File: src/rtl/button_debounce.sv
// ---------------------------------------------------------------------------
// button_debounce
//
// Conditioning stage for the board push-buttons. Each raw pin is brought into
// the clk domain through a two-flop synchroniser, optionally inverted so that
// a 1 always means "pressed", and then filtered by a small per-button state
// machine. A change is accepted only after the synchronised input has held
// the new value for DEBOUNCE_CYCLES consecutive cycles. The block produces a
// clean level and one-cycle press, release and long-hold event pulses.
//
// Ports
//   clk          rising-edge system clock (100 MHz on the board)
//   rst          synchronous reset, active-high; overrides every event
//   but_raw      raw, asynchronous button pins, one bit per channel
//   btn_level    debounced pressed level (1 = pressed)
//   btn_press    one-cycle pulse when a press is accepted
//   btn_release  one-cycle pulse when a release is accepted
//   btn_hold     one-cycle pulse, once per press, after HOLD_CYCLES pressed
//
// Parameters
//   NUM_BUTTONS      number of independent channels
//   DEBOUNCE_CYCLES  stable cycles needed to accept a change (>= 2)
//   HOLD_CYCLES      cycles in PRESSED before btn_hold fires (>= 1)
//   ACTIVE_LOW       1: a low pin level means pressed
//   CNT_W            counter width, must hold max(DEBOUNCE, HOLD) - 1
// ---------------------------------------------------------------------------
module button_debounce #(
   parameter int NUM_BUTTONS     = 2,
   parameter int DEBOUNCE_CYCLES = 1_000_000,
   parameter int HOLD_CYCLES     = 50_000_000,
   parameter bit ACTIVE_LOW      = 1'b0,
   parameter int CNT_W           = 26
) (
   input  logic                   clk,
   input  logic                   rst,
   input  logic [NUM_BUTTONS-1:0] but_raw,
   output logic [NUM_BUTTONS-1:0] btn_level,
   output logic [NUM_BUTTONS-1:0] btn_press,
   output logic [NUM_BUTTONS-1:0] btn_release,
   output logic [NUM_BUTTONS-1:0] btn_hold
);

   typedef enum logic [1:0] {
      ST_RELEASED     = 2'd0,
      ST_PRESS_WAIT   = 2'd1,
      ST_PRESSED      = 2'd2,
      ST_RELEASE_WAIT = 2'd3
   } state_t;

   // Terminal counts, sized to the counter so comparisons are width-exact.
   localparam logic [CNT_W-1:0] DEB_LAST  = CNT_W'(DEBOUNCE_CYCLES - 1);
   localparam logic [CNT_W-1:0] HOLD_LAST = CNT_W'(HOLD_CYCLES - 1);

   // The raw-pin level that means "not pressed"; the synchroniser resets to
   // it so that reset never looks like a press on an active-low board.
   localparam logic [NUM_BUTTONS-1:0] SYNC_IDLE = {NUM_BUTTONS{ACTIVE_LOW}};

   logic [NUM_BUTTONS-1:0] sync1_q, sync1_d;
   logic [NUM_BUTTONS-1:0] sync2_q, sync2_d;
   logic [NUM_BUTTONS-1:0] pressed;

   // Two-flop synchroniser: the first stage may go metastable, the second
   // gives it a full cycle to resolve before any logic looks at it.
   always_comb begin
      sync1_d = but_raw;
      sync2_d = sync1_q;
   end

   always_ff @(posedge clk) begin
      if (rst) begin
         sync1_q <= SYNC_IDLE;
         sync2_q <= SYNC_IDLE;
      end else begin
         sync1_q <= sync1_d;
         sync2_q <= sync2_d;
      end
   end

   // Normalise polarity after synchronisation so the FSMs only ever see a
   // "pressed" flag.
   assign pressed = ACTIVE_LOW ? ~sync2_q : sync2_q;

   for (genvar g = 0; g < NUM_BUTTONS; g++) begin : g_chan

      state_t           state_q, state_d;
      logic [CNT_W-1:0] cnt_q, cnt_d;
      logic             hold_done_q, hold_done_d;
      logic             level_q, level_d;
      logic             press_q, press_d;
      logic             release_q, release_d;
      logic             hold_q, hold_d;
      logic             s;

      assign s = pressed[g];

      // Next-state and event logic. A single counter serves both as the
      // debounce timer in the WAIT states and as the hold timer in PRESSED.
      // Event pulses are decoded from the transition being taken, so the
      // registered outputs line up with the state they describe.
      always_comb begin
         state_d     = state_q;
         cnt_d       = cnt_q;
         hold_done_d = hold_done_q;
         press_d     = 1'b0;
         release_d   = 1'b0;
         hold_d      = 1'b0;

         case (state_q)
            ST_RELEASED: begin
               if (s) begin
                  state_d = ST_PRESS_WAIT;
                  cnt_d   = '0;
               end
            end

            ST_PRESS_WAIT: begin
               if (!s) begin
                  state_d = ST_RELEASED;
                  cnt_d   = '0;
               end else if (cnt_q == DEB_LAST) begin
                  state_d     = ST_PRESSED;
                  cnt_d       = '0;
                  press_d     = 1'b1;
                  hold_done_d = 1'b0;
               end else begin
                  cnt_d = cnt_q + 1'b1;
               end
            end

            ST_PRESSED: begin
               if (!s) begin
                  state_d = ST_RELEASE_WAIT;
                  cnt_d   = '0;
               end else if (cnt_q != HOLD_LAST) begin
                  cnt_d = cnt_q + 1'b1;
               end
            end

            ST_RELEASE_WAIT: begin
               if (s) begin
                  // Release bounce: back to PRESSED silently, hold timing
                  // starts over.
                  state_d = ST_PRESSED;
                  cnt_d   = '0;
               end else if (cnt_q == DEB_LAST) begin
                  state_d   = ST_RELEASED;
                  cnt_d     = '0;
                  release_d = 1'b1;
               end else begin
                  cnt_d = cnt_q + 1'b1;
               end
            end

            default: begin
               state_d = ST_RELEASED;
               cnt_d   = '0;
            end
         endcase

         // The hold pulse fires on the cycle the PRESSED count lands on its
         // terminal value. The done flag keeps it to one pulse per accepted
         // press, even when a release bounce restarts the count; it also
         // covers HOLD_CYCLES == 1, where the terminal value is hit on entry.
         if (state_d == ST_PRESSED && cnt_d == HOLD_LAST && !hold_done_d) begin
            hold_d      = 1'b1;
            hold_done_d = 1'b1;
         end

         level_d = (state_d == ST_PRESSED) || (state_d == ST_RELEASE_WAIT);
      end

      // State, counter and registered outputs. Reset drops every output
      // without generating a release pulse.
      always_ff @(posedge clk) begin
         if (rst) begin
            state_q     <= ST_RELEASED;
            cnt_q       <= '0;
            hold_done_q <= 1'b0;
            level_q     <= 1'b0;
            press_q     <= 1'b0;
            release_q   <= 1'b0;
            hold_q      <= 1'b0;
         end else begin
            state_q     <= state_d;
            cnt_q       <= cnt_d;
            hold_done_q <= hold_done_d;
            level_q     <= level_d;
            press_q     <= press_d;
            release_q   <= release_d;
            hold_q      <= hold_d;
         end
      end

      assign btn_level[g]   = level_q;
      assign btn_press[g]   = press_q;
      assign btn_release[g] = release_q;
      assign btn_hold[g]    = hold_q;
   end

endmodule

File: config.mk
export PLATFORM = sky130hd
export DESIGN_NAME = button_debounce
export DESIGN_NICKNAME = d
export VERILOG_FILES = /design/src/rtl/button_debounce.sv
export SDC_FILE = /design/constraint.sdc
export NUM_CORES = 1
export LEC_CHECK = 0
export CAP_MARGIN = 20
export CORE_ASPECT_RATIO = 1.2
export CORE_UTILIZATION = 55
export CTS_CLUSTER_DIAMETER = 100
export CTS_CLUSTER_SIZE = 25
export DETAILED_ROUTE_END_ITERATION = 8
export PLACE_DENSITY = 0.81
export SYNTH_ARGS = -nofsm -noshare
export SYNTH_HDL_FRONTEND = slang
export SYNTH_SLANG_ARGS = --single-unit
File: constraint.sdc
create_clock -name clk -period 4.11 [get_ports clk]
set_input_delay 0.822 -clock clk [delete_from_list [all_inputs] [get_ports clk]]
set_output_delay 0.822 -clock clk [all_outputs]
set_load 0.02 [all_outputs]
# ---- Word-level counts from Yosys, hierarchy flattened
# Cells that the tools add are included.
dict set report totals {
  in_bits 4
  out_inout_bits 8
  register_bits 70
  wordCells 94
}
dict set report op_classes {
  n_mux 40
  n_reduce_logical 14
  add_sub_neg 2
  eq_ne 16
  n_bitwise 6
}
# cell n
set ops {}
lappend ops {{two-way mux 26 bit} 12}
lappend ops {{one-hot mux 26 bit (4 select lines)} 2}
lappend ops {{adder 26 x 1 -> 26 bit, second input constant} 2}
lappend ops {{equality test 26 x 20 -> 1 bit, second input constant} 2}
lappend ops {{equality test 26 bit, second input constant} 2}
lappend ops {{inequality test 26 bit, second input constant} 2}
lappend ops {{two-way mux 2 bit} 12}
lappend ops {{equality test 2 bit, second input constant} 8}
lappend ops {{one-hot mux 2 bit (4 select lines)} 2}
lappend ops {{two-way mux 1 bit} 12}
lappend ops {{OR reduction 3 bit} 4}
lappend ops {{NOT 1 bit} 6}
lappend ops {{equality test 2 x 1 -> 1 bit, second input constant} 2}
lappend ops {{logical AND 1 bit} 4}
lappend ops {{logical NOT 2 bit} 2}
lappend ops {{logical NOT 1 bit} 2}
lappend ops {{logical OR 1 bit} 2}

# ---- Longest topological paths before layout
dict set report logic_depth {
  ltp_word 8
  mapped_depth 12
  ltp_nobuf 10
}

# ---- Least setup slack after synthesis
# Ideal clock, no wire load.
dict set report synth_path {
  path_type {flip-flop to flip-flop}
  from {register g_chan[1].cnt_q[0]}
  to {register g_chan[1].hold_q}
  slack_ns 1.210
  path_stages_with_launch 12
  synth_period_minus_slack_ns 2.900
  n_path_buf 1
  setup_time_ns 0.059
  required_ns 4.051
  t_arrival_ns 2.841
  path_cell_list {dfxtp_1 -> ha_1 -> nand4_1 -> nor4_4 -> a21boi_1 -> buf_2 -> o311ai_1 -> o2111a_1 -> nand4_1 -> a2111o_1 -> nor3_1 -> and2_1}
}
dict set report synth_between {
  elab_chain_len 8
}
# element line
set synth_rtl {}
lappend synth_rtl {{start: declaration} 86} ;# logic [CNT_W-1:0] cnt_q, cnt_d;
lappend synth_rtl {{start signal: assignment} 185} ;# cnt_q <= cnt_d;
lappend synth_rtl {{adder 26 x 1 -> 26 bit (tied with other cells)} {126, 135, 150}}
lappend synth_rtl {{two-way mux 26 bit (tied with other cells)} {120, 145}}
lappend synth_rtl {{two-way mux 26 bit (tied with other cells)} 140} ;# if (s) begin
lappend synth_rtl {{one-hot mux 26 bit (4 select lines) or one-hot mux 2 bit (4 select lines) (tied branches)} 108} ;# case (state_q)
lappend synth_rtl {{equality test 26 bit or equality test 2 bit (tied branches)} 164} ;# if (state_d == ST_PRESSED && cnt_d == HOLD_LAST && !hold_done_d) begin
lappend synth_rtl {{logical AND 1 bit} 164}
lappend synth_rtl {{logical AND 1 bit *} 164}
lappend synth_rtl {{two-way mux 1 bit *} 164}
lappend synth_rtl {{end signal: assignment} 190} ;# hold_q <= hold_d;
lappend synth_rtl {{end: declaration} 91} ;# logic hold_q, hold_d;
# Every way passes the cells marked *; elsewhere a longest branch is shown, timed or not.
# A chain may end at the register's enable or synchronous reset.

# ---- Worst setup path after layout
# Ends and elaborated chain as after synthesis.

==> results.txt <==
Die area: 0.00838 sq mm
Worst slew margin relative to its limit: 45.7%
CTS Buffer Depth: 2
Number of input and output port buffers inserted: 11
Std cell rows: 35
Endpoint kind of the worst setup timing path: register
Top fanout value on the critical path: 9
Number of detailed-route iterations in the first pass: 5
Post-synth top cells: sky130_fd_sc_hd__nor2_1 (71), sky130_fd_sc_hd__dfxtp_1 (69), sky130_fd_sc_hd__nand2_1 (54), sky130_fd_sc_hd__o21ai_0 (35), sky130_fd_sc_hd__a21oi_1 (31)
Cell count after synthesis: 595
Unrepaired setup endpoints after global routing: no
Sum of negative setup slack: 0 ns
Data arrival, critical path: 3.87 ns
Pin count of the biggest net entering global routing: 44
Via count of the first global-routing pass: 4725
Routability congestion estimate from global placement: 1.00
Slowest stage cell on the critical path: sky130_fd_sc_hd__nor2_1
Dpl cells: 669
Number of remaining DRC errors: 0
First-pass GRT wire length: 23.3 mm
GR peak layer: met2
Number of cells traversed by the worst hold path: 1
Post-layout power: 1.25 mW
Critical path cell sequence: ha_1 > nand4_1 > nor4_4 > a21oi_1 > nor2_1 > o211ai_1 > o21ai_0 > nand4_1 > nor3_1 > and2_1
Number of max-slew violations in the final report: 0
Synthesized net count: 601
Storage cell area: 0.00138 sq mm
Flip-flop and latch count after synthesis: 69
Critical path type: register to register
WP data required: 4.41 ns
Resized cells post-CTS: 0
Clock Skew: 0.00712 ns
Nature of the critical path startpoint: register
Io pins: 12
TritonCTS clock tree: yes
Skew-Pair Late Insertion Delay: 0.35 ns
Cts hold-fix bufs: 0
Primary flip-flop cell chosen by synthesis mapping: sky130_fd_sc_hd__dfxtp_1
CP max stage delay: 0.64 ns
Global Route met3 Usage: 5.10%
Number of enable flip-flop cells after synthesis: 0
Pin slew with the least headroom to its limit: 0.806 ns
Signed area change from the synthesized netlist to the final layout: 6.44%
CTS Buf Count: 9
Path class of the lowest-slack min-delay path: register to register
CP bufs+invs: 0
Part of the Yosys area used for sequential elements: 31.3%
Dominant cell by count in the synthesized netlist: sky130_fd_sc_hd__nor2_1
Most repeated library cell on the critical path: sky130_fd_sc_hd__nand4_1
Maximum clock rate: 0.280 GHz
Netlist cell types: 69
Detailed Place HPWL: 10.4 mm
GRT Resource Usage Total: 35.3%
Final worst setup slack: 0.536 ns
Clock period minus worst slack: 3.57 ns
Die extent in x: 83.7 microns
Register-to-Register Path Depth: 10
Number of setup buffers added after CTS: 0
Global route total overflow: 0
Gate family responsible for the most delay along the worst path: simple AND/OR/NAND/NOR gates
Antenna violations before repair: 0
# setup viols final: 0
Pwr per Cell Area: 266 mW/mm^2
Max-cap check violation count: 0
Met2 usage in global routing: 63.7%
Met1 usage: 37.4%
Synthesized area per cell: 7.41 sq um
Cell type with the highest aggregate area in the netlist: sky130_fd_sc_hd__dfxtp_1
Die outline height: 100 microns
Post-placement worst setup slack: 0.651 ns
YS warnings: 0
Leakage power: 1.50 nW
Period Utilization, post-route: 87.0%
TritonCTS sink count: 69
Antenna viol nets, final: 0
Count of fill cells added during filler insertion: 695
Filler-free cell count of the finished design: 685
Effective utilization at floorplan: 57.2%
Detailed router's first-iteration violation count: 564
Placeable core region: 0.00771 sq mm
Vias/cell: 7.14
Levels on crit path: 10
Peak VDD IR: 0.189 mV
Cell area after technology mapping: 0.00441 sq mm
H-tree level count: 3
Yosys top cell area share: 31.3%
DR vias: 4890
Average routed wire per standard cell: 21.1 microns
Clock transition time at the flip-flop clock pins of the worst setup and hold paths: 0.08 ns
Number of nets in the layout: 594
Routed WL: 14.4 mm
Final hold violation count: 0
CTS Root Buffer Type: sky130_fd_sc_hd__clkbuf_8
Final cell utilization of the core: 60.9%
Post-synthesis async set-or-reset flop share: 0%
Total area of multi-input combinational cells: 0.00278 sq mm
Share of final-layout standard cells stronger than drive strength 1: 7.25%
Number of antenna repair diodes: 0
Status: finished, final reports clean
Dominant cells by area after synthesis: sky130_fd_sc_hd__dfxtp_1 (31%), sky130_fd_sc_hd__nor2_1 (6.0%), sky130_fd_sc_hd__nand2_1 (4.6%)
-- path summary, 6_finish.rpt --
check / startpoint / to / slack, ns
setup / recovery: g_chan[1].cnt_q[0]$_SDFF_PP0_ / g_chan[1].hold_q$_SDFF_PP0_ / 0.54
hold / removal: sync1_q[0]$_SDFF_PP0_ / pressed[0]$_SDFF_PP0_ / 0.44
setup reg to reg: g_chan[1].cnt_q[0]$_SDFF_PP0_ / g_chan[1].hold_q$_SDFF_PP0_ / 0.54
hold reg to reg: sync1_q[0]$_SDFF_PP0_ / pressed[0]$_SDFF_PP0_ / 0.44
-- power by group --
| group | switching [mW] | internal (mW) |
|---|---|---|
| clock | 0.282 | 0.236 |
| sequential | 0.00511 | 0.670 |
| combinational | 0.0400 | 0.0140 |
-- per-layer routing --
layer	share of wire, %	vias to the layer above
met2	49	310
met5	0	-
met1	37	2269
met3	8.0	90
met4	6.5	0
li1	-	2221
-- per-stage QoR --
step	cell area [sq um]	hold slack [ns]
2_1_floorplan	4410	0.414
3_3_place_gp	4520	0.416
3_5_place_dp	4520	0.432
4_1_cts	4690	0.450
5_1_grt	4690	0.465
6_report	4690	0.443
-- cells by family (layout without fill, tap and decap cells) --
family	after synthesis	count (layout)	share of synthesized area, %
AO/OA/AOI/OAI	148	148	22.1
XOR/XNOR	7	7	1.39
buffers and inverters	53	51	5.56
flip-flops	69	69	31.3
multiplexers	6	6	1.42
adder cells (fa/ha/maj)	2	2	0.567
AND/OR/NAND/NOR	310	310	37.6
-- final cells by class --
type,instances,share of cell area (%)
Tap cell,92,2.45
Clock buffer,11,3.01
Clock inverter,5,0.773
Timing Repair Buffer,22,4.00
Inverter,13,1.04
Sequential cell,69,29.4
Multi-Input combinational cell,473,59.3
-- cells in the final DEF, fill, tap and decap left out, types with 4 or more instances in the layout --
cell type	instances
sky130_fd_sc_hd__a211oi_1	10
sky130_fd_sc_hd__a21o_1	6
sky130_fd_sc_hd__and2_1	16
sky130_fd_sc_hd__mux2i_1	4
sky130_fd_sc_hd__nand2b_1	7
sky130_fd_sc_hd__a31oi_1	9
sky130_fd_sc_hd__nand3_1	26
sky130_fd_sc_hd__or4_1	5
sky130_fd_sc_hd__nor2b_1	9
sky130_fd_sc_hd__buf_4	11
sky130_fd_sc_hd__nand4_1	25
sky130_fd_sc_hd__o22ai_1	7
sky130_fd_sc_hd__and3_1	16
sky130_fd_sc_hd__or3_1	6
sky130_fd_sc_hd__nor3_1	23
sky130_fd_sc_hd__nor2_1	71
sky130_fd_sc_hd__nand2_1	54
sky130_fd_sc_hd__nor4_1	24
sky130_fd_sc_hd__a31o_2	4
sky130_fd_sc_hd__dfxtp_1	69
sky130_fd_sc_hd__a21oi_1	31
sky130_fd_sc_hd__clkbuf_8	10
sky130_fd_sc_hd__o211ai_1	7
sky130_fd_sc_hd__xnor2_1	4
sky130_fd_sc_hd__o31ai_1	7
sky130_fd_sc_hd__inv_1	13
sky130_fd_sc_hd__o21ai_0	35
sky130_fd_sc_hd__clkdlybuf4s50_1	10
sky130_fd_sc_hd__and4_1	4
-- flip-flops by register name, indices dropped and copies added, names as in the netlist --
register and flops:
g_chan.level_q 2, g_chan.hold_done_q 2, g_chan.hold_q 2, g_chan.release_q 2, pressed 2, g_chan.cnt_q 52
g_chan.state_q 3, sync1_q 2, g_chan.press_q 2
Power figures use the tool's default switching activity.
